===== src/rtl/uart_tx_pkg.sv =====
// Shared frame constants and state encodings for the UART transmitter and its companion receiver.
package uart_tx_pkg;

    localparam int unsigned DATA_BITS = 8;
    localparam int unsigned STOP_BITS = 1;
    localparam int unsigned CNT_W     = 16;

    localparam logic [1:0] S_IDLE  = 2'd0;
    localparam logic [1:0] S_START = 2'd1;
    localparam logic [1:0] S_DATA  = 2'd2;
    localparam logic [1:0] S_STOP  = 2'd3;

    function automatic int unsigned calc_cycle(input int unsigned clk_freq,
                                               input int unsigned baud);
        return clk_freq / baud;
    endfunction

endpackage


===== src/rtl/uart_tx_fifo.sv =====
// Synchronous byte FIFO in front of the UART transmitter; used only when UART_TX_FIFO_EN is defined.
// Pointers carry one extra wrap bit so full and empty are distinguished without a counter.
module uart_tx_fifo #(
    parameter int unsigned DEPTH_LOG2 = 2,
    parameter int unsigned WIDTH      = 8
) (
    input  logic             clk,
    input  logic             rst_n,
    input  logic             push,
    input  logic [WIDTH-1:0] wdata,
    input  logic             pop,
    output logic [WIDTH-1:0] rdata,
    output logic             full,
    output logic             empty
);

    localparam int unsigned DEPTH = 1 << DEPTH_LOG2;

    logic [WIDTH-1:0]    mem_q [DEPTH];
    logic [DEPTH_LOG2:0] wr_ptr_q;
    logic [DEPTH_LOG2:0] rd_ptr_q;
    logic                do_push;
    logic                do_pop;

    assign empty = (wr_ptr_q == rd_ptr_q);
    assign full  = (wr_ptr_q[DEPTH_LOG2] != rd_ptr_q[DEPTH_LOG2]) &&
                   (wr_ptr_q[DEPTH_LOG2-1:0] == rd_ptr_q[DEPTH_LOG2-1:0]);
    assign rdata = mem_q[rd_ptr_q[DEPTH_LOG2-1:0]];

    // A push while full is dropped even if a pop frees a slot on the same edge.
    assign do_push = push && !full;
    assign do_pop  = pop && !empty;

    always_ff @(posedge clk or negedge rst_n) begin
        if (!rst_n) begin
            wr_ptr_q <= '0;
            rd_ptr_q <= '0;
        end else begin
            if (do_push) begin
                wr_ptr_q <= wr_ptr_q + 1'b1;
            end
            if (do_pop) begin
                rd_ptr_q <= rd_ptr_q + 1'b1;
            end
        end
    end

    always_ff @(posedge clk) begin
        if (do_push) begin
            mem_q[wr_ptr_q[DEPTH_LOG2-1:0]] <= wdata;
        end
    end

endmodule


===== src/rtl/uart_tx.sv =====
// UART transmitter, 8N1, LSB first, registered tx_pin.
// Define UART_TX_FIFO_EN to put a 2**FIFO_DEPTH_LOG2 byte FIFO in front of the engine.
module uart_tx
    import uart_tx_pkg::*;
#(
    parameter int unsigned CLK_FREQ        = 27_000_000,
    parameter int unsigned BOUD_RATE       = 115200,
    parameter int unsigned FIFO_DEPTH_LOG2 = 2
) (
    input  logic       clk,
    input  logic       rst_n,
    input  logic [7:0] data,
    input  logic       send,
    output logic       ready,
    output logic       busy,
    output logic       tx_done,
    output logic       tx_pin
);

    localparam int unsigned      CYCLE     = calc_cycle(CLK_FREQ, BOUD_RATE);
    localparam logic [CNT_W-1:0] CNT_LAST  = CNT_W'(CYCLE - 1);
    localparam logic [2:0]       LAST_BIT  = 3'(DATA_BITS - 1);
    localparam logic [2:0]       LAST_STOP = 3'(STOP_BITS - 1);

    if (CYCLE < 2 || CYCLE > 65535 || FIFO_DEPTH_LOG2 < 1) begin : g_bad_cfg
        $error("uart_tx: CYCLE must lie in 2..65535 and FIFO_DEPTH_LOG2 must be >= 1");
    end

    logic [1:0]       state_q, state_d;
    logic [CNT_W-1:0] cnt_q, cnt_d;
    logic [2:0]       bit_idx_q, bit_idx_d;
    logic [7:0]       shift_q, shift_d;
    logic             tx_pin_q, tx_pin_d;
    logic             tx_done_q, tx_done_d;

    logic             in_idle;
    logic             avail;
    logic [7:0]       src_byte;
    logic             bit_end;

    assign in_idle = (state_q == S_IDLE);

`ifdef UART_TX_FIFO_EN
    logic       fifo_full;
    logic       fifo_empty;
    logic [7:0] fifo_rdata;

    assign ready    = !fifo_full;
    assign avail    = !fifo_empty;
    assign src_byte = fifo_rdata;

    uart_tx_fifo #(
        .DEPTH_LOG2 (FIFO_DEPTH_LOG2),
        .WIDTH      (8)
    ) u_fifo (
        .clk   (clk),
        .rst_n (rst_n),
        .push  (send),
        .wdata (data),
        .pop   (in_idle && !fifo_empty),
        .rdata (fifo_rdata),
        .full  (fifo_full),
        .empty (fifo_empty)
    );
`else
    // Single-byte holding: a send while a frame is in flight is silently dropped.
    assign ready    = in_idle;
    assign avail    = send;
    assign src_byte = data;
`endif

    assign bit_end = (cnt_q == CNT_LAST);

    always_comb begin
        state_d   = state_q;
        cnt_d     = cnt_q;
        bit_idx_d = bit_idx_q;
        shift_d   = shift_q;
        tx_pin_d  = tx_pin_q;
        tx_done_d = 1'b0;
        case (state_q)
            S_IDLE: begin
                tx_pin_d = 1'b1;
                cnt_d    = '0;
                if (avail) begin
                    shift_d  = src_byte;
                    state_d  = S_START;
                    tx_pin_d = 1'b0;
                end
            end
            S_START: begin
                if (bit_end) begin
                    cnt_d    = '0;
                    state_d  = S_DATA;
                    tx_pin_d = shift_q[0];
                end else begin
                    cnt_d = cnt_q + 16'd1;
                end
            end
            S_DATA: begin
                if (bit_end) begin
                    cnt_d     = '0;
                    shift_d   = {1'b0, shift_q[7:1]};
                    bit_idx_d = bit_idx_q + 3'd1;
                    if (bit_idx_q == LAST_BIT) begin
                        state_d  = S_STOP;
                        tx_pin_d = 1'b1;
                    end else begin
                        tx_pin_d = shift_q[1];
                    end
                end else begin
                    cnt_d = cnt_q + 16'd1;
                end
            end
            S_STOP: begin
                if (bit_end) begin
                    cnt_d = '0;
                    if (bit_idx_q == LAST_STOP) begin
                        bit_idx_d = '0;
                        state_d   = S_IDLE;
                        tx_done_d = 1'b1;
                    end else begin
                        bit_idx_d = bit_idx_q + 3'd1;
                    end
                end else begin
                    cnt_d = cnt_q + 16'd1;
                end
            end
            default: begin
                state_d  = S_IDLE;
                tx_pin_d = 1'b1;
            end
        endcase
    end

    always_ff @(posedge clk or negedge rst_n) begin
        if (!rst_n) begin
            state_q   <= S_IDLE;
            cnt_q     <= '0;
            bit_idx_q <= '0;
            shift_q   <= '0;
            tx_pin_q  <= 1'b1;
            tx_done_q <= 1'b0;
        end else begin
            state_q   <= state_d;
            cnt_q     <= cnt_d;
            bit_idx_q <= bit_idx_d;
            shift_q   <= shift_d;
            tx_pin_q  <= tx_pin_d;
            tx_done_q <= tx_done_d;
        end
    end

    assign busy    = !in_idle;
    assign tx_pin  = tx_pin_q;
    assign tx_done = tx_done_q;

endmodule

===== config.mk =====
export PLATFORM = sky130hd
export DESIGN_NAME = uart_tx
export DESIGN_NICKNAME = d
export VERILOG_FILES = /design/src/rtl/uart_tx_pkg.sv /design/src/rtl/uart_tx_fifo.sv /design/src/rtl/uart_tx.sv
export SDC_FILE = /design/constraint.sdc
export NUM_CORES = 1
export LEC_CHECK = 0
export BUFFER_PORTS_ARGS = -buffer_cell sky130_fd_sc_hd__buf_4
export CAP_MARGIN = 20
export CORE_ASPECT_RATIO = 1.75
export CORE_UTILIZATION = 30
export DETAILED_ROUTE_END_ITERATION = 7
export HOLD_SLACK_MARGIN = 0.02
export PLACE_DENSITY_LB_ADDON = 0.05
export SETUP_SLACK_MARGIN = 0.05
export SLEW_MARGIN = 20
export SYNTH_ARGS = -nofsm -noshare
export SYNTH_HDL_FRONTEND = slang
export SYNTH_SLANG_ARGS = --single-unit

===== constraint.sdc =====
create_clock -name clk -period 2 [get_ports clk]
set_clock_uncertainty 0.1 [all_clocks]
set_input_delay 0.3 -clock clk [delete_from_list [all_inputs] [get_ports clk]]
set_output_delay 0.3 -clock clk [all_outputs]
set_load 0.02 [all_outputs]

Word-level counts from Yosys, hierarchy flattened
Cells that the tools add are included. Widths: inputs -> output; s select.

$add $sub $neg: 2. Equal/unequal tests: 11. Muxes and demuxes: 24. Reductions and logical operators: 11.

Operators by type and width (count): $pmux 16 s2 (1); $add 16x1->16 const B (1); $eq 16x8->1 const B (1); $mux 16 (1); $mux 8 (2); $pmux 8 s2 (1); $mux 2 (6); $ne 2x2->1 const B (6); $mux 3 (3); $reduce_and 3->1 (3); $pmux 2 s4 (1); $mux 1 (7); $pmux 3 s2 (1); $reduce_and 6->1 (1); $eq 2x2->1 const B (2); $reduce_bool 2->1 (2); $add 3x1->3 const B (1); $eq 3x3->1 const B (1); $logic_not 3->1 (1); $pmux 1 s3 (1); $reduce_bool 3->1 (1); $reduce_or 3->1 (1); $eq 2x1->1 const B (1); $logic_not 2->1 (1); $logic_not 1->1 (1).

Flip-flop bits (word level): 31. Output and inout bits: 4.

Depth between registers and ports, before layout
Gate-level depths: netlist of the first run.

Word-level depth: 4. Mapped depth: 8.

Worst setup path before layout of the first run
Ideal clock, no wire load.

Path kind: register to register. From: register cnt_q[1]. To: register state_q[1]. Arrival time: 1648 ps. Slack: 127 ps. Cell stages (with the launch flop): 9. Cells stage by stage: dfrtp_1 -> inv_1 -> ha_1 -> nor3b_1 -> nand4_1 -> buf_6 -> o21ai_2 -> o2111ai_2 -> mux2_4.

Word-level cells in the longest chain between the ends: 3. Elaborated cells between the ends (all ways): 5. Those cells by class: 4 x eq/ne; 1 x reduce/logical.

Ends and longest elaborated chain: from (decl) (RTL line uart_tx.sv:30) `logic [CNT_W-1:0] cnt_q, cnt_d;`; from (signal assigned) (RTL line uart_tx.sv:146) `cnt_q <= cnt_d;`; $eq 16x8->1 * (RTL line uart_tx.sv:72) `assign bit_end = (cnt_q == CNT_LAST);`; $ne 2x2->1 (no line); $reduce_and 6->1 (no line) *; to (signal assigned) (RTL line uart_tx.sv:145) `state_q <= state_d;`; to (decl) (RTL line uart_tx.sv:29) `logic [1:0] state_q, state_d;`.

Mark *: on every way between the ends. The rest lies on a longest branch, timed or not. A chain may end at the register's enable or synchronous reset.

Worst setup path in the final report of the first run
Ends and elaborated chain as after synthesis.

==> out/metrics.cfg, run 1 <==
[min_path]
min_to=shift_q[7]
min_from=data[7]
hold_depth=3
hold_class=primary input to flip-flop

[cells_and_area]
drive_above_1_share_pct=22.17
area_growth_pct=24.57
nets=225
fillers=535
num_antenna_cells=0
final_util_pct=39.39

[worst_setup_path]
r2r-end=state_q[1]
critical_path_class=flip-flop to flip-flop
r2r_start=cnt_q[1]
cp_max_fo=5
rrSetupSlack_ps=240
cpMaxStageDelayCell=dfrtp_1
reg2reg_depth=8
cp-start-kind=flip-flop
crit_chain=inv_1 -> ha_1 -> nor3b_2 -> nand4_1 -> buf_4 -> o21ai_2 -> o2111ai_2 -> mux2_4
path_delay_family=flip-flops
crit_buf_inv=2
slowest_delay_ps=380
crit_required_ps=2060
cp-end-kind=flip-flop
cp.arrival_ps=1820

[sta]
slew_violations=0
finalSetupTns_ps=0
hold_viol=0
worst_pin_slew_ps=420.3
slew-limit-headroom_pct=71.76
period_share_pct=87.95
rsz0062_at_grt=no
max_freq_ghz=0.5685
setup_violations=0
fin_crit_ps=1759

[logic_synthesis]
synth_top_area_cell=dfrtp_1
ys_ff_latch=31
synth_area_um2=1675
synth.area.top_cells=dfrtp_1 (45%), ha_1 (8.2%), nor2_1 (6.9%), mux2i_1 (4.8%), xor2_1 (4.2%)
syn-num-nets=193
synth_seq_area_share_pct=46.38
ys_types=34
syn_inst=171
synth_top_area_share_pct=44.81
syn_area_per_cell_um2=9.797
yosysWarningCount=0

[routing]
via_count=1292
drtPass1Iterations=4
first_iter_violations=68
routed_wl_um=3604
ant_nets=0
remaining_drc_errors=0
post_drt_wl_per_cell_um=13.01
vias_per_cell=4.664

[pwr]
power_frac_seq_pct=50.4
power.density_nw_per_um2=596.5
cellInternalPower_mw=1.008
combPwrFrac_pct=2.7
peakVddDrop_uv=355.9
power.switching_fraction_pct=19.02
clkPwrFrac_pct=46.9
power_leakage_nw=0.9309
switchingPower_uw=236.8

[die]
core_area_um2=5299
boundaryPins=15
start_util_pct=31.62
rows=35
die_h_um=100.9
die_x_um=58.49
dieArea_um2=5899

[clock_network]
clock_sinks=31
clk_pin_slew_worst_paths_ps=70
clockBufferDepth=2
htree_levels=2
cts_buffers=5
cts_root_buffer=clkbuf_8
cts_tree=done
insertion_delay_ps=280

[grt]
grt-ovfl-total=0
antenna_found_initial=0
grt_pass1_vias=1357
grt_max_degree=32
grt_pass1_wl_um=6009
grt_use_total_pct=13.86

[placed_design]
port_buffers=14
routabilityCongestion=0.8767
hpwl_um=2714

[run]
cap_violations=0

[status]
outcome=finished clean

-- cell usage after synthesis, drive strengths merged --
master and count:
a21oi 11, nand4 4, o21ai 9, o2111ai 1
nand3 8, xnor2 6, and3 2, nor2b 1
nand2 9, nor2 31, xor2 8, or2b 1
nor4b 2, mux2 1, dfstp 1, inv 11
and4b 1, buf 4, a31oi 1, nor4 1
nor3b 1, nand2b 1, ha 11, nor3 5
and4 1, dfrtp 30, mux2i 8, a211oi 1
-- final cells by class --
| type | instances | area, µm² | share of cell area, % |
|---|---|---|---|
| repair buffers | 29 | 224.0 | 10.73 |
| multi-input cells | 125 | 849.6 | 40.71 |
| flip-flops and latches | 31 | 777.0 | 37.23 |
| clock buffers | 6 | 72.57 | 3.477 |
| well taps | 74 | 92.59 | 4.436 |
| clock inverters | 1 | 30.03 | 1.439 |
| inverters | 11 | 41.29 | 1.978 |
-- power groups by stage --
stage / clock network [mW] / registers [mW] / logic (mW)
2_1_floorplan: 0 / 0.639 / 0.00436
3_3_place_gp: 0 / 0.639 / 0.0327
3_5_place_dp: 0 / 0.639 / 0.0337
4_1_cts: 0.611 / 0.627 / 0.0353
5_1_grt: 0.635 / 0.626 / 0.0387
6_report: 0.584 / 0.627 / 0.0335
-- worst max path at each step --
stage	from	end	slack (ps)	cells after the start
4_1_cts	cnt_q[1]	state_q[1]	130	8
2_1_floorplan	cnt_q[1]	state_q[1]	130	8
3_3_place_gp	state_q[0]	state_q[1]	70	5
6_report	cnt_q[1]	state_q[1]	240	8
5_1_grt	cnt_q[1]	shift_q[3]	70	10
3_5_place_dp	cnt_q[1]	state_q[1]	40	7
-- routing by layer --
layer	track usage, %	vias to the layer above	wire length [µm]	part of all wire, %
met5	0	-	0	0
met4	8.791	0	134	3.7
met3	2.953	9	102	2.8
met2	25.73	25	2003	56
met1	13.28	620	1364	38
li1	-	638	-	-
-- cells by family after synthesis --
group                      after synthesis  synth area share [%]
and+or+nand+nor                         68                 20.09
AOI/OAI and AO/OA                       23                 8.365
muxes                                    9                 5.676
DFF                                     31                 46.38
buffers and inverters                   15                 3.958
xor gates and xnor gates                14                 7.319
adders and majority gates               11                 8.215
-- worst reg2reg max path, cell delays in order, from the launching register on --
cell,delay [ps]
dfrtp_1,380
inv_1,60
ha_1,120
nor3b_2,140
nand4_1,90
buf_4,170
o21ai_2,140
o2111ai_2,130
mux2_4,320
-- through the flow --
stage | setup slack (ps) | total power [mW] | area (µm²) | instances | hold slack, ps
6_report | 241.1 | 1.245 | 2087 | 277 | 161.8
2_1_floorplan | 126.8 | 0.6432 | 1675 | 171 | -95.59
3_5_place_dp | 41.50 | 0.6724 | 1931 | 266 | 168.9
5_1_grt | 68.65 | 1.300 | 2087 | 277 | 193.2
4_1_cts | 129.4 | 1.273 | 2061 | 276 | 153.8
3_3_place_gp | 69.84 | 0.6714 | 1931 | 266 | 162.9
-- cell usage in the layout (no fill, tap or decap), drive strengths merged, types with 2 or more instances in the layout --
master,netlist,final
inv,11,11
clkbuf,0,6
nor2,31,31
dfrtp,30,30
o21ai,9,9
mux2i,8,8
nand2,9,9
buf,4,28
nor4b,2,2
nand4,4,4
a21oi,11,11
xnor2,6,6
ha,11,11
nand3,8,8
xor2,8,8
and3,2,2
nor3,5,5
-- repair_timing --
item	4_1_cts	5_1_grt
resized for setup	1	3
pin swaps	1	1
setup buffers	2	1
hold buffers	1	0
endpoints found under the hold margin	30	0
endpoints found under the setup margin	2	11
-- state kept, by name, indices dropped and copies added, names as in the netlist --
signal     count
cnt_q         16
tx_done        1
tx_pin         1
bit_idx_q      3
shift_q        8
state_q        2
No activity file was read; power rests on OpenSTA's default activity.
==> run 2, diff against run 1 <==
PLACE_DENSITY = 0.46   (was default)
PLACE_DENSITY_LB_ADDON = default   (was 0.05)
==> run 2 against run 1 <==
Effect of this change:
- sequential power about the same
- flip-flop and latch count stayed put
- core utilization up 0.31 points
- total power is 2.5% higher
- worst hold slack lost 5.0 ps
- count of clock-buffer cells in the layout fell by 1
- first-iteration DRC count decreased by 46%
- combinational power about the same
- global-route usage grew 0.60 points
- setup slack got worse by 98 ps
- cell count increased by 0.72%
- sequential share of layout area shrank 0.29 points
- critical endpoint unchanged
==> out/metrics.cfg, run 2 (same netlist as run 1, synthesis figures left out) <==
[status]
outcome=finished clean

[cells_and_area]
nets=226  ; +0.44%
area_growth_pct=25.54
largest_reg_flops=16  ; unchanged
drive_above_1_share_pct=23.41  ; +1.2 points
num_antenna_cells=0  ; unchanged
regMostFlops=cnt_q
final_common_cell=nor2_1
final_area_um2=2103  ; +0.78%
final_cell_mix=nor2_1 (31), dfrtp_1 (30), buf_4 (28)
final_util_pct=39.69  ; +0.31 points
reg_top3=cnt_q: 16 flops, shift_q: 8 flops, bit_idx_q: 3 flops

[clock_network]
clockBufferDepth=2  ; unchanged
insertion_delay_ps=280  ; about the same
htree_levels=2  ; unchanged
cts_tree=done
cts_root_buffer=clkbuf_8
clock_sinks=31  ; unchanged
clk_pin_slew_worst_paths_ps=70  ; about the same
cts_buffers=5  ; unchanged

[worst_setup_path]
critical_path_class=flip-flop to flip-flop
cp.arrival_ps=1930  ; +110 ps
crit_required_ps=2070  ; about the same
cp-start-kind=flip-flop
cp-end-kind=flip-flop
cp_max_fo=4  ; -1

[routing]
topRoutingLayerUsed=met4
wl_met3_um=83  ; -19%
post_drt_wl_per_cell_um=13.13  ; +0.88%
ant_nets=0  ; unchanged
first_iter_violations=37  ; -46%
vias_per_cell=4.699  ; +0.74%
dr_wl_met2_um=2079  ; +3.8%
drtPass1Iterations=4  ; unchanged
via_count=1311  ; +1.5%
wl_met1_um=1370  ; +0.44%
routed_wl_um=3662  ; +1.6%
remaining_drc_errors=0  ; unchanged

[die]
start_util_pct=31.62  ; unchanged
die_x_um=58.49  ; unchanged
rows=35  ; unchanged
core_area_um2=5299  ; unchanged
boundaryPins=15  ; unchanged
die_h_um=100.9  ; unchanged
dieArea_um2=5899  ; unchanged

[placed_design]
preCtsSetupSlack_ps=20.59  ; -20.91 ps
routabilityCongestion=0.8348  ; -4.8%
port_buffers=14  ; unchanged
place_area_um2=1958  ; +1.4%
hpwl_um=2759  ; +1.7%

[grt]
grt_pass1_wl_um=6279  ; +4.5%
grt_max_degree=32  ; unchanged
grt_use_total_pct=14.45  ; +0.60 points
antenna_found_initial=0  ; unchanged
grt_pass1_vias=1420  ; +4.6%
grt-ovfl-total=0  ; unchanged

[sta]
period_share_pct=92.87  ; +4.9 points
rsz0062_at_grt=yes
worst_pin_slew_ps=400.7  ; -19.56 ps
hold_viol=0  ; unchanged
finalWorstSetupSlack_ps=142.7  ; -98.39 ps
setup_violations=0  ; unchanged
max_freq_ghz=0.5384  ; -5.3%
fin_crit_ps=1857  ; +98.39 ps
slew-limit-headroom_pct=73.08  ; +1.3 points
slew_violations=0  ; unchanged
finalSetupTns_ps=0  ; unchanged

[pwr]
power.density_nw_per_um2=606.9  ; +1.7%
power.switching_fraction_pct=20.60  ; +1.6 points
clkPwrFrac_pct=48.3  ; +1.4 points
power_frac_seq_pct=49.1  ; -1.3 points
cellInternalPower_mw=1.014  ; +0.54%
switchingPower_uw=262.9  ; +11%
peakVddDrop_uv=398.0  ; +12%
power_leakage_nw=0.9451  ; +1.5%
combPwrFrac_pct=2.6  ; about the same

[min_path]
hold_class=primary input to flip-flop

[run]
cap_violations=0  ; unchanged

==> run 2: cell types whose count changed in the layout (fill, tap and decap cells not counted), sizes merged <==
cell	previous run	this run
buf	28	29
clkbuf	6	5
clkinv	0	2
==> run 2: critical path: stages, from the launching register on <==
cell,delay (ps)
dfrtp_1,430
nor4b_2,260
nand4_1,150
buf_4,170
o21ai_2,140
o2111ai_2,170
mux2_4,320
==> run 2: power by group through the flow <==
stage               clock [mW]  sequential (mW)  combinational [mW]
floorplan                    0            0.639             0.00436
global placement             0            0.639              0.0327
detailed placement           0            0.639              0.0333
CTS                      0.640            0.627              0.0348
global route             0.666            0.626              0.0384
finish                   0.616            0.627              0.0332
==> run 2: timing repair <==
action	CTS	global route
hold buffers	1	0
hold endpoints to repair	30	0
pin swaps	1	1
buffers inserted	2	0
endpoints found under the setup margin	1	10
gates resized for setup	0	2
==> run 2: metrics by stage <==
stage / std cells / total power [mW] / hold slack (ps)
2_1_floorplan: 171 / 0.6432 / -95.59
3_3_place_gp: 268 / 0.6714 / 161.9
3_5_place_dp: 268 / 0.6720 / 165.4
4_1_cts: 279 / 1.301 / 147.5
5_1_grt: 279 / 1.331 / 154.5
6_report: 279 / 1.276 / 156.8
==> run 2: layout make-up <==
type                    instances  area (µm²)
clock buffers                   5       68.82
clock inverters                 3       43.79
fillers                       542        3196
inverters                      11       41.29
multi-input cells             125       839.6
flip-flops and latches         31       777.0
well taps                      74       92.59
repair buffers                 30       240.2
==> run 2: path summary, 6_finish.rpt <==
| kind | start | endpoint | slack, ps | depth (start not counted) |
|---|---|---|---|---|
| max | cnt_q[4] | state_q[1] | 140 | 6 |
| min | data[7] | shift_q[7] | 160 | 3 |
| max reg2reg | cnt_q[4] | state_q[1] | 140 | 6 |
| min reg2reg | shift_q[7] | shift_q[7] | 430 | 2 |
| max in group asynchronous | rst_n | tx_pin | 1090 | 2 |
| min in group asynchronous | rst_n | shift_q[6] | 380 | 2 |
==> run 2: metal layers <==
metal | GRT usage, % | vias up
li1 | - | 641
met1 | 13.81 | 633
met2 | 27.06 | 25
met3 | 3.338 | 12
met4 | 8.425 | 0
met5 | 0 | -
